$ cat src/rtl/imem_loader.sv
// Instruction memory loader: turns a little-endian byte stream into BRAM word writes.
// The stream is a 4-byte word count N followed by N 4-byte words, all little-endian.
// Ports:
//   clk, rst        - clock, asynchronous active-high reset
//   in_valid/in_data/in_ready - upstream byte handshake (transfer = in_valid & in_ready)
//   we/waddr/wdata  - BRAM write port (byte address, one we pulse per word)
//   loading         - load in progress (core fetch held off)
//   done / err      - image written / length too large; both sticky until reset
module imem_loader #(
  parameter int unsigned MAX_WORDS = 64
) (
  input  logic        clk,
  input  logic        rst,
  input  logic        in_valid,
  input  logic [7:0]  in_data,
  output logic        in_ready,
  output logic        we,
  output logic [7:0]  waddr,
  output logic [31:0] wdata,
  output logic        loading,
  output logic        done,
  output logic        err
);

  localparam int unsigned IDX_W = 7;

  typedef enum logic [2:0] {LEN, DATA, WR, DONE, ERR} state_t;

  state_t             state;
  state_t             state_nxt;
  logic [1:0]         byte_cnt;
  logic [IDX_W-1:0]   word_idx;
  logic [31:0]        len_n;
  // Low three bytes of the word being assembled; the fourth byte comes straight from in_data.
  logic [23:0]        asm_bytes;
  logic               accept;
  logic               last_byte;
  logic [31:0]        full_word;
  logic [31:0]        idx_inc;

  // Ready only in the byte-consuming states, and never while reset is held.
  assign in_ready  = (state == LEN || state == DATA) && !rst;
  assign accept    = in_valid && in_ready;
  assign last_byte = accept && (byte_cnt == 2'd3);
  assign full_word = {in_data, asm_bytes};
  assign idx_inc   = 32'(word_idx) + 32'd1;

  // State register.
  always_ff @(posedge clk or posedge rst) begin
    if (rst) state <= LEN;
    else     state <= state_nxt;
  end

  // Next-state logic; the length check uses the full 32-bit count.
  always_comb begin
    state_nxt = state;
    case (state)
      LEN: begin
        if (last_byte) begin
          if (full_word == 32'd0)                   state_nxt = DONE;
          else if (full_word > 32'(MAX_WORDS))      state_nxt = ERR;
          else                                      state_nxt = DATA;
        end
      end
      DATA: if (last_byte) state_nxt = WR;
      WR: begin
        if (idx_inc == len_n) state_nxt = DONE;
        else                  state_nxt = DATA;
      end
      DONE:    state_nxt = DONE;
      ERR:     state_nxt = ERR;
      default: state_nxt = LEN;
    endcase
  end

  // Byte assembly, counters and the registered write port / status outputs.
  always_ff @(posedge clk or posedge rst) begin
    if (rst) begin
      byte_cnt  <= 2'd0;
      word_idx  <= '0;
      len_n     <= 32'd0;
      asm_bytes <= 24'd0;
      we        <= 1'b0;
      waddr     <= 8'd0;
      wdata     <= 32'd0;
      loading   <= 1'b1;
      done      <= 1'b0;
      err       <= 1'b0;
    end else begin
      if (accept) begin
        byte_cnt  <= byte_cnt + 2'd1;
        asm_bytes <= {in_data, asm_bytes[23:8]};
      end
      if (last_byte && state == LEN) len_n <= full_word;
      // Capture the write on the accepting edge so we pulses the very next cycle.
      if (last_byte && state == DATA) begin
        wdata <= full_word;
        waddr <= {word_idx[5:0], 2'b00};
      end
      if (state == WR) begin
        word_idx <= word_idx + IDX_W'(1);
        byte_cnt <= 2'd0;
      end
      we      <= (state_nxt == WR);
      loading <= (state_nxt == LEN) || (state_nxt == DATA) || (state_nxt == WR);
      done    <= (state_nxt == DONE);
      err     <= (state_nxt == ERR);
    end
  end

endmodule

$ cat config.mk
export PLATFORM = sky130hd
export DESIGN_NAME = imem_loader
export DESIGN_NICKNAME = d
export VERILOG_FILES = /design/src/rtl/imem_loader.sv
export SDC_FILE = /design/constraint.sdc
export NUM_CORES = 1
export LEC_CHECK = 0
export CAP_MARGIN = 15
export CORE_MARGIN = 5
export CORE_UTILIZATION = 35
export CTS_CLUSTER_DIAMETER = 100
export DETAILED_ROUTE_END_ITERATION = 7
export RECOVER_POWER = 50
export SLEW_MARGIN = 20
export SYNTH_ARGS = -nofsm -noshare
export SYNTH_HDL_FRONTEND = slang
export SYNTH_SLANG_ARGS = --single-unit
$ cat constraint.sdc
create_clock -name clk -period 4.75 [get_ports clk]
set_input_delay 1.1875 -clock clk [delete_from_list [all_inputs] [get_ports clk]]
set_output_delay 1.1875 -clock clk [all_outputs]
set_load 0.01 [all_outputs]
==> metrics, run 1 <==
outcome complete, but fails checks; failing checks max-capacitance violations, max-slew violations; fin nets 382; Slew Limit Headroom -72.5%; detailed-route via count 2681; count leader, synth dfrtp_1; Slew Limit Fails 87; Die H 125 um; peak supply drop 168 uV; unrepaired setup endpoints after global routing false; Max-cap violations 2; clk slew on worst S/H paths 0.07 ns; Syn Inst Count 317; simple-gate share of the synthesized area 7.51%; Yosys warnings 0; post-synthesis compound-gate area fraction 2.86%; gpl congestion 0.817; Top FF cell, synth dfrtp_1; Final Core Density 43.6%; die area 15500 sq um; CTS Buf Count 9; I/O pin count 56; Clk Latency, worst-skew pair 0.34 ns; CTS hold repair buffers 0; EDFF count, synth 0; crit end category output pin; htree depth 3; slowest CP cell dlygate4sd3_1; initial drt markers 116; Worst Path Required 3.56 ns; cells along the critical path dlygate4sd3_1, nor3_1, clkdlybuf4s50_1; Wirelength per Cell 16.2 um; Final period util 77.9%; Fin. Hold Viols 0; antenna-violating nets left 0; Setup-failing EPs final 0; drt total wl 8.84 mm; vias per cell 4.91; clk_skew 0.00656 ns; Filler cells 1188; DRT Pass-1 Iters 4; Worst EP arrival 2.51 ns; # diodes 0; post-route minimum period 3.70 ns; pre-CTS setup slack 1.11 ns; antenna violations before repair 0; root buffer cell clkbuf_16; Synth Register Bits 110; syn avg cell area 14.5 sq um; worst hold path type register to register; most frequent cells after synthesis dfrtp_1, mux2_2, nor4_1; leakage 2.82 nW; area delta synth->final 21.2%; crit-path max cell delay 0.61 ns; Post-CTS Resized 0; synth top area cells dfrtp_1, mux2_2, mux2_4; fraction of layout cells with a size suffix above 1 31.3%; PD cells 313 nW/um^2; area share of fa/ha/maj cells after synthesis 0.544%; FP Rows 41; Bufs and invs on worst path 2; vias in the first global route 2818; XOR/XNOR share of the synthesized area 2.67%; CP delay by family, top buffers and inverters; setup ws final 1.05 ns; Crit Path Max Fanout 3; register area share after synthesis 59.9%; asr flop ratio synth 100%; Setup CP Type input pin to output pin; Fmax 0.270 GHz; core area 12800 sq um; setup_tns 0 ns; pin count of the biggest net entering global routing 60; Least-Margin Pin Slew 2.57 ns; main combinational cell family by area after synthesis multiplexers; number of port buffers 53; TritonCTS sink count 110; Synth cell types 44; first-pass GRT wire length 15.0 mm; CTS tree yes; All-Layer GR Usage 12.0%; Hold WS 0.499 ns; gr ovfl total 0; Initial Util 36.0%; CTS Buffer Depth 2; DRC violations left 0; Synth Cell Area 4600 sq um; Synth top area share 59.3%; biggest area consumer among synthesized cells dfrtp_1; Setup crit start kind input pin; proportion of synthesized area in mux cells 24.2%; Die Wd 125 um; HPWL after detailed placement 6.08 mm; total setup buffers inserted after CTS 0
placed cells by master (no fill, tap or decap), drive strengths merged, types with 2 or more instances in the layout:
| master | n |
|---|---|
| nand2b | 2 |
| nor2 | 8 |
| mux2 | 95 |
| conb | 2 |
| ha | 2 |
| xnor2 | 7 |
| o21ai | 2 |
| nor4b | 2 |
| inv | 3 |
| nor3b | 2 |
| clkinvlp | 2 |
| dfrtp | 109 |
| o21a | 6 |
| and2 | 2 |
| nor4 | 13 |
| nand2 | 11 |
| xor2 | 7 |
| clkbuf | 13 |
| nand4 | 6 |
| nor3 | 5 |
| nand3 | 3 |
| dlygate4sd3 | 36 |
| clkdlybuf4s50 | 17 |
cell type report:
type	instances	area, sq um	area share [%]
flip-flops and latches	110	2750	49.4
multi-input cells	190	1740	31.2
repair buffers	56	547	9.81
clock buffers	11	243	4.36
well taps	172	215	3.86
clock inverters	5	63.8	1.15
inverters	2	8.76	0.157
where the power goes:
part | switching [mW] | leakage (nW) | internal, mW | total [mW]
clock | 0.333 | 0.147 | 0.428 | 0.761
combinational | 0.0265 | 1.16 | 0.0123 | 0.0388
sequential | 0.00429 | 1.51 | 0.939 | 0.943
per-stage QoR:
stage / cell area, sq um / cells / power (mW)
after CTS: 5580 / 546 / 1.77
after detailed placement: 5280 / 530 / 1.00
after floorplan: 4600 / 318 / 0.981
after global routing: 5570 / 546 / 1.82
final: 5570 / 546 / 1.74
after global placement: 5280 / 530 / 1.00
kinds of logic (layout without fill, tap and decap cells):
group / count (synthesis) / count (layout)
AOI/OAI and AO/OA: 17 / 17
xor gates and xnor gates: 14 / 14
adders and majority gates: 2 / 2
buffers and inverters: 18 / 74
DFF: 110 / 110
muxes: 96 / 96
other: 1 / 2
and+or+nand+nor: 59 / 59
worst register-to-register path: cells and delay by family (launching register included):
kind / cells / cell delay [ns]
buffers and inverters: 1 / 1.20
AND/OR/NAND/NOR: 1 / 0.32
multiplexers: 1 / 0.45
flip-flops: 1 / 0.49
registers in the layout, summed over array words and instances, names as in the netlist, 2 cells and up:
name,cells
len_n,32
wdata,32
asm_bytes,24
word_idx,7
waddr,6
state,3
byte_cnt,2
final timing paths:
| kind | start | endpoint | slack [ns] | depth (start not counted) |
|---|---|---|---|---|
| min in group asynchronous | rst | wdata[7] | 2.10 | 2 |
| worst min-delay path | len_n[15] | len_n[15] | 0.50 | 1 |
| max in group asynchronous | rst | asm_bytes[18] | 1.12 | 3 |
| worst min register to register | len_n[15] | len_n[15] | 0.50 | 1 |
| worst max-delay path | rst | in_ready | 1.05 | 3 |
| worst max register to register | state[2] | asm_bytes[16] | 2.18 | 3 |
per-layer routing:
metal  wire length (um)  part of all wire [%]  global-route usage (%)
met5                  0                     0                       0
met3                315                   3.6                    3.73
met2               4340                    49                    19.5
met1               4110                    46                    15.6
met4                 79                  0.89                    3.09
(Power assumes the default switching activity.)
==> run 2: changes to the inputs <==
==> constraint.sdc (replaced) <==
create_clock -name clk -period 3.8 [get_ports clk]
set_input_delay 0.95 -clock clk [delete_from_list [all_inputs] [get_ports clk]]
set_output_delay 0.95 -clock clk [all_outputs]
set_load 0.01 [all_outputs]
==> run 2 against run 1 <==
Net effect: hold slack worse by 0.0049 ns; worst setup slack got worse by 0.50 ns; the flow finishes with violations (max-slew violations); sequential power grew 25%; sequential cell count unchanged; global-route usage is 0.17 points higher.
==> metrics, run 2 (synthesis results as in run 1) <==
outcome complete, but fails checks; failing checks max-slew violations; TritonCTS sink count 110 (unchanged); drt total wl 9.06 mm (+2.6%); DRC violations left 0 (unchanged); gr ovfl total 0 (unchanged); FP Rows 41 (unchanged); die area 15500 sq um (unchanged); Wirelength per Cell 16.6 um (+2.6%); antenna violations before repair 0 (unchanged); clk slew on worst S/H paths 0.07 ns (about the same); area delta synth->final 20.8%; antenna-violating nets left 0 (unchanged); initial drt markers 137 (+18%); leakage 2.73 nW (-3.0%); vias per cell 4.95 (+0.90%); PD cells 373 nW/um^2 (+19%); # diodes 0 (unchanged); pin count of the biggest net entering global routing 111 (+85%); post-route minimum period 3.25 ns; unrepaired setup endpoints after global routing false; CTS tree yes; Max-cap violations 0 (-2); setup_tns 0 ns (unchanged); HPWL after detailed placement 6.17 mm (+1.5%); vias in the first global route 2878 (+2.1%); fraction of layout cells with a size suffix above 1 31.3% (unchanged); slowest CP cell dlygate4sd3_1; top flop regs len_n: 32 flops, wdata: 32 flops, asm_bytes: 24 flops; most common cell after layout, fill and taps aside dfrtp_1; Setup CP Type input pin to output pin; DRT Pass-1 Iters 4 (unchanged); Slew Limit Fails 56 (-36%); Crit Path Max Fanout 3 (unchanged); crit end category output pin; most frequent cells in the layout dfrtp_1, mux2_2, clkdlybuf4s50_1; detailed-route via count 2705 (+0.90%); Hold WS 0.494 ns (-0.00488 ns); core area 12800 sq um (unchanged); Worst Path Required 2.85 ns (-0.71 ns); total setup buffers inserted after CTS 0 (unchanged); Fmax 0.308 GHz; cells along the critical path dlygate4sd3_1, nor3_1, clkdlybuf4s50_1; Clk Latency, worst-skew pair 0.34 ns (about the same); Final period util 85.4%; Initial Util 36.0% (unchanged); clk_skew 0.00640 ns (-0.000164 ns); fin nets 383 (+0.26%); CP delay by family, top buffers and inverters; I/O pin count 56 (unchanged); Post-CTS Resized 0 (unchanged); peak supply drop 275 uV (+64%); gpl congestion 0.773 (-5.4%); Least-Margin Pin Slew 1.50 ns (-1.07 ns); Bufs and invs on worst path 2 (unchanged); CTS Buf Count 9 (unchanged); first-pass GRT wire length 15.3 mm (+1.8%); CTS hold repair buffers 0 (unchanged); All-Layer GR Usage 12.1% (+0.17 points); number of port buffers 53 (unchanged); Slew Limit Headroom -0.180% (+72 points); Worst EP arrival 2.30 ns (-0.21 ns); worst hold path type register to register; Fin. Hold Viols 0 (unchanged); htree depth 3 (unchanged); Die Wd 125 um (unchanged); root buffer cell clkbuf_16; CTS Buffer Depth 2 (unchanged); crit-path max cell delay 0.62 ns (about the same); Die H 125 um (unchanged); Power, Total 2.07 mW (+19%); Setup crit start kind input pin; Setup-failing EPs final 0 (unchanged)
## run 2: changes by cell type in the layout (fill, tap and decap cells not counted), moves of 2 or more
cell	before	now
clkdlybuf4s50_1	17	38
dlygate4sd3_1	36	15
clkinv_2	0	2
clkinvlp_4	1	3
inv_6	2	0
## run 2: area by class of cell
cell class,instances,area [sq um]
Clock buffer,11,233
Tap cell,172,215
Timing Repair Buffer,57,573
Clock inverter,4,25.0
Multi-Input combinational cell,190,1740
Fill cell,1165,7220
Inverter,2,11.3
Sequential cell,110,2750
## run 2: worst paths after layout
| path | depth (start not counted) | startpoint | slack (ns) | endpoint |
|---|---|---|---|---|
| worst max-delay path | 3 | rst | 0.55 | in_ready |
| worst min-delay path | 1 | len_n[13] | 0.49 | len_n[13] |
| worst max register to register | 5 | state[2] | 1.44 | done |
| worst min register to register | 1 | len_n[13] | 0.49 | len_n[13] |
| max in group asynchronous | 3 | rst | 1.14 | len_n[24] |
| min in group asynchronous | 3 | rst | 1.72 | done |
## run 2: per-stage QoR
stage / setup slack (ns) / instance area [sq um] / instances / utilization, %
2_1_floorplan: 1.38 / 4600 / 318 / -
3_5_place_dp: 0.635 / 5310 / 531 / 41.6
3_3_place_gp: 0.660 / 5310 / 531 / 41.6
6_report: 0.553 / 5550 / 546 / 43.5
4_1_cts: 0.657 / 5570 / 546 / 43.6
5_1_grt: 0.539 / 5550 / 546 / 43.5
## run 2: power breakdown
group          switching, mW  internal, mW
Sequential           0.00540          1.17
Clock                  0.402         0.439
Combinational         0.0328        0.0149
## run 2: metal layers
metal / global-route usage [%] / vias to the layer above / routed length, um
li1: - / 1248 / -
met1: 15.8 / 1401 / 4150
met2: 20.0 / 45 / 4520
met3: 3.04 / 11 / 282
met4: 3.48 / 0 / 110
met5: 0 / - / 0
